[src/rtl/conv_pkg.sv]
// Shared constants and FSM encoding for the convolution multiply/accumulate path.
package conv_pkg;

    localparam int unsigned DATA_W = 8;
    localparam int unsigned WIN_N  = 9;

    typedef enum logic {
        StIdle = 1'b0,
        StRun  = 1'b1
    } conv_state_e;

endpackage

[src/rtl/eight_bit_multiplier.sv]
// Combinational unsigned DATA_W x DATA_W multiplier with a full-width product.
module eight_bit_multiplier #(
    parameter int unsigned DATA_W = 8
) (
    input  logic [DATA_W-1:0]   a,
    input  logic [DATA_W-1:0]   b,
    output logic [2*DATA_W-1:0] p
);

    assign p = {{DATA_W{1'b0}}, a} * {{DATA_W{1'b0}}, b};

endmodule

[src/rtl/conv_mult_feeder.sv]
// Captures a pixel/weight window and streams one registered product per cycle
// to the accumulator, reusing a single multiplier across all window elements.
module conv_mult_feeder #(
    parameter int unsigned DATA_W = conv_pkg::DATA_W,
    parameter int unsigned WIN_N  = conv_pkg::WIN_N
) (
    input  logic                    clk,
    input  logic                    rst,
    input  logic                    win_valid,
    output logic                    win_ready,
    input  logic [WIN_N*DATA_W-1:0] win_pix,
    input  logic [WIN_N*DATA_W-1:0] win_wgt,
    output logic [DATA_W-1:0]       prod_out,
    output logic                    prod_valid,
    output logic                    prod_last,
    output logic                    prod_ovf
);

    import conv_pkg::*;

    localparam int unsigned IDX_W = (WIN_N > 1) ? $clog2(WIN_N) : 1;
    localparam logic [IDX_W-1:0] LastIdx = IDX_W'(WIN_N - 1);

    conv_state_e                  state_q, state_d;
    logic [IDX_W-1:0]             idx_q, idx_d;
    logic [WIN_N-1:0][DATA_W-1:0] pix_q, wgt_q;
    logic [2*DATA_W-1:0]          mult;
    logic                         handshake;
    logic                         at_last;

    assign at_last   = (idx_q == LastIdx);
    assign win_ready = (state_q == StIdle) || at_last;
    assign handshake = win_valid && win_ready;

    always_comb begin
        state_d = state_q;
        idx_d   = idx_q;
        unique case (state_q)
            StIdle: begin
                if (handshake) begin
                    state_d = StRun;
                    idx_d   = '0;
                end
            end
            StRun: begin
                // A new window arriving on the last element restarts without a bubble.
                if (handshake) begin
                    state_d = StRun;
                    idx_d   = '0;
                end else if (at_last) begin
                    state_d = StIdle;
                    idx_d   = '0;
                end else begin
                    idx_d = idx_q + 1'b1;
                end
            end
            default: begin
                state_d = StIdle;
                idx_d   = '0;
            end
        endcase
    end

    always_ff @(posedge clk or negedge rst) begin
        if (!rst) begin
            state_q <= StIdle;
            idx_q   <= '0;
        end else begin
            state_q <= state_d;
            idx_q   <= idx_d;
        end
    end

    always_ff @(posedge clk or negedge rst) begin
        if (!rst) begin
            pix_q <= '0;
            wgt_q <= '0;
        end else if (handshake) begin
            pix_q <= win_pix;
            wgt_q <= win_wgt;
        end
    end

    eight_bit_multiplier #(
        .DATA_W (DATA_W)
    ) u_mult (
        .a (pix_q[idx_q]),
        .b (wgt_q[idx_q]),
        .p (mult)
    );

    always_ff @(posedge clk or negedge rst) begin
        if (!rst) begin
            prod_out   <= '0;
            prod_valid <= 1'b0;
            prod_last  <= 1'b0;
            prod_ovf   <= 1'b0;
        end else if (state_q == StRun) begin
            prod_out   <= mult[DATA_W-1:0];
            prod_valid <= 1'b1;
            prod_last  <= at_last;
            prod_ovf   <= |mult[2*DATA_W-1:DATA_W];
        end else begin
            prod_valid <= 1'b0;
            prod_last  <= 1'b0;
            prod_ovf   <= 1'b0;
        end
    end

endmodule

[config.mk]
export PLATFORM = sky130hd
export DESIGN_NAME = conv_mult_feeder
export DESIGN_NICKNAME = d
export VERILOG_FILES = /design/src/rtl/conv_pkg.sv /design/src/rtl/eight_bit_multiplier.sv /design/src/rtl/conv_mult_feeder.sv
export SDC_FILE = /design/constraint.sdc
export NUM_CORES = 1
export LEC_CHECK = 0
export ABC_AREA = 1
export BUFFER_PORTS_ARGS = -buffer_cell sky130_fd_sc_hd__buf_4
export CORE_MARGIN = 3
export CORE_UTILIZATION = 52
export CTS_BUF_LIST = sky130_fd_sc_hd__clkbuf_8 sky130_fd_sc_hd__clkbuf_16
export DETAILED_ROUTE_END_ITERATION = 8
export GPL_TIMING_DRIVEN = 0
export PLACE_DENSITY_LB_ADDON = 0.12
export RECOVER_POWER = 100
export SYNTH_ARGS = -nofsm -noshare
export SYNTH_HDL_FRONTEND = slang
export SYNTH_SLANG_ARGS = --single-unit
[constraint.sdc]
create_clock -name clk -period 4.3 [get_ports clk]
set_input_delay 0.215 -clock clk [delete_from_list [all_inputs] [get_ports clk]]
set_output_delay 0.215 -clock clk [all_outputs]
set_load 0.02 [all_outputs]
==> results.yml <==
cells_and_area:
  n_fill_cell: 1342
  fin_nets: 1833
  final_cell_mix: "nand2_1 (579), buf_4 (196), dfrtp_1 (160), inv_1 (121), dlygate4sd3_1 (99)"
  drive_gt1_share_pct: 25.2
  diodes: 0
  area_growth_pct: 43.1
  layout_commonest_cell: "nand2_1"
sta:
  fin_tns_setup_ns: -1.21
  drv_slew: 163
  timing.hold.ws_ns: -0.00419
  hold_violations: 3
  layout_setup_ws_ns: -0.763
  setup_viol: 3
  relSlewSlack_pct: -48.5
  finalCriticalPeriod_ns: 5.06
  fin_worst_skew_ns: 0.00822
  rsz0062_at_grt: "yes"
  timing.fmax_mhz: 198
  post-route-period-util_pct: 118
  tightest_slew_ns: 2.23
synth:
  syn_inst: 1286
  synth.distinct_cells: 28
  synth-seq-area-share_pct: 41.5
  synth.ff_latch_count: 160
  synth_area_um2: 9650
  synth_nets: 1507
  synth_area_per_cell_um2: 7.50
  ys_warn_count: 0
grt:
  antenna_found_initial: 0
  grt_max_degree: 119
  overflow: 0
  grt_use_met2_pct: 53.3
  grt_pass1_wl_um: 51400
  grt_use_met3_pct: 6.15
  first_global_vias: 10100
  busiest_layer: "met2"
  groute.usage.overall_pct: 32.7
  grtUsageMet1_pct: 42.3
drt:
  vias_per_cell: 5.41
  drc: 0
  drt_first_pass_iters: 8
  routedWlPerCell_um: 17.7
  drt_iter0_drc: 955
  num_vias: 10000
  ant_nets: 0
  drt-total-wl_um: 32700
flow_run:
  max-cap-violations: 2
floorplanning:
  die_area_um2: 20200
  core.rowCount: 49
  start_util_pct: 53.3
  io_pins: 159
  die_height_um: 142
  fp.coreArea_um2: 18100
  die_w_um: 142
place:
  hpwl_um: 21700
  gp_congestion: 0.938
  portBuffers: 158
setup_path:
  crit_required_ns: 4.63
  worst-path-max-fanout: 10
  cp.arrival_ns: 5.39
  critPathLaunchType: "flop"
  crit_start: "idx_q[0]$_DFFE_PN0P_"
  crit_type: "flop to flop"
  r2r_start: "idx_q[0]$_DFFE_PN0P_"
  cp-end-kind: "flop"
cts:
  cts.sinks: 160
  numCtsBuffers: 17
  cts.clk_slew.worst_paths_ns: 0.07
  htree_levels: 4
  clk_latency_ns: 0.44
  cts_root_buffer: "clkbuf_16"
  cts_tree: "done"
  cts_buffer_depth: 2
run_status:
  outcome: "complete, but fails checks"
  violations: "negative hold slack, max-capacitance violations, max-slew violations, negative setup slack"
hold_path:
  min_from: "win_pix[55]"
  min_path_type: "input pin to flop"
[kinds of logic (layout without fill, tap and decap cells)]
logic type,Yosys count,in the layout,synth area share (%)
AO/OA/AOI/OAI,119,119,7.42
XOR/XNOR,4,4,0.363
adder cells (fa/ha/maj),74,74,12.4
buffers and inverters,192,530,8.39
flip-flops,160,160,41.5
AND/OR/NAND/NOR,737,737,29.9
[synthesized netlist by cell type (all sizes together)]
master / count / area, um^2
nor2: 84 / 334
dfrtp: 160 / 4000
xnor2: 3 / 26.3
nand3b: 3 / 22.5
xor2: 1 / 8.76
o211ai: 12 / 90.1
inv: 134 / 503
buf: 45 / 255
o221ai: 20 / 175
o21ai: 68 / 340
ha: 38 / 475
a21oi: 7 / 35.0
nand2: 618 / 2360
and2: 2 / 12.5
clkbuf: 13 / 51.3
nand3: 25 / 125
nand4: 5 / 31.3
o22ai: 12 / 75.1
fa: 36 / 721
[area by class of cell]
class                           count  area (um^2)  area share, %
Tap cell                          229          287           2.08
Sequential cell                   160         4000           29.0
Multi-Input combinational cell    934         5360           38.8
Timing Repair Buffer              307         2580           18.7
Buffer                             58          450           3.26
Clock inverter                     12          145           1.05
Clock buffer                       19          453           3.28
Inverter                          134          524           3.80
[timing repair]
| action | 4_1_cts | 5_1_grt |
|---|---|---|
| buffers inserted | 32 | 15 |
| setup endpoints to repair | 4 | 4 |
| pin swaps | 43 | 52 |
| gates resized for setup | 97 | 81 |
| gates cloned | 2 | 0 |
| hold endpoints to repair | 140 | 0 |
| hold buffers | 99 | 0 |
[final timing paths]
path | slack [ns] | cells past startpoint | to
max | -0.76 | 27 | prod_ovf$_DFF_PN0_
min | -0.004 | 3 | pix_q[55]$_DFFE_PN0P_
max reg2reg | -0.76 | 27 | prod_ovf$_DFF_PN0_
min reg2reg | 0.41 | 0 | prod_valid$_DFF_PN0_
max in group asynchronous | 0.60 | 3 | pix_q[66]$_DFFE_PN0P_
min in group asynchronous | 0.97 | 2 | wgt_q[15]$_DFFE_PN0P_
[per-stage QoR]
step / instances / cell area, um^2 / worst slack, ns / utilization (%)
floorplan: 1286 / 9770 / -0.116 / -
global placement: 1673 / 11200 / -0.993 / 62.2
detailed placement: 1674 / 11300 / -1.06 / 62.3
CTS: 1838 / 13500 / -0.592 / 74.6
global route: 1853 / 13800 / -0.965 / 76.3
finish: 1853 / 13800 / -0.763 / 76.3
[sequential cells by signal, summed over array words and instances, names as in the netlist]
signal and count:
state_q 1, prod_last 1, prod_valid 1, idx_q 4, wgt_q 72, prod_out 8, prod_ovf 1, pix_q 72
[worst max-delay path: stages (launching register included)]
cell,delay [ns]
dfrtp_1,0.41
buf_6,0.17
clkinv_8,0.08
buf_6,0.18
nor2_1,0.06
o221ai_1,0.24
o211ai_1,0.16
nand2_2,0.22
nand2_1,0.11
fa_1,0.53
fa_1,0.53
fa_1,0.52
fa_1,0.56
inv_2,0.05
ha_4,0.31
nand2_4,0.08
inv_1,0.05
nand2_1,0.06
nand2_2,0.08
inv_2,0.04
nand2_1,0.04
nand2_1,0.04
nand2_1,0.05
nand2_1,0.07
nor2_2,0.10
nand3_2,0.09
nand2_1,0.06
inv_1,0.05
[metal layers]
metal	up-vias	part of all wire (%)
met5	-	0
met4	0	5.0
met3	124	9.0
met2	558	48
met1	4707	39
li1	4627	-
Power is left out: the tool's default activity adds up to more than one toggle a clock period on the data nets, which glitch-free logic cannot reach.
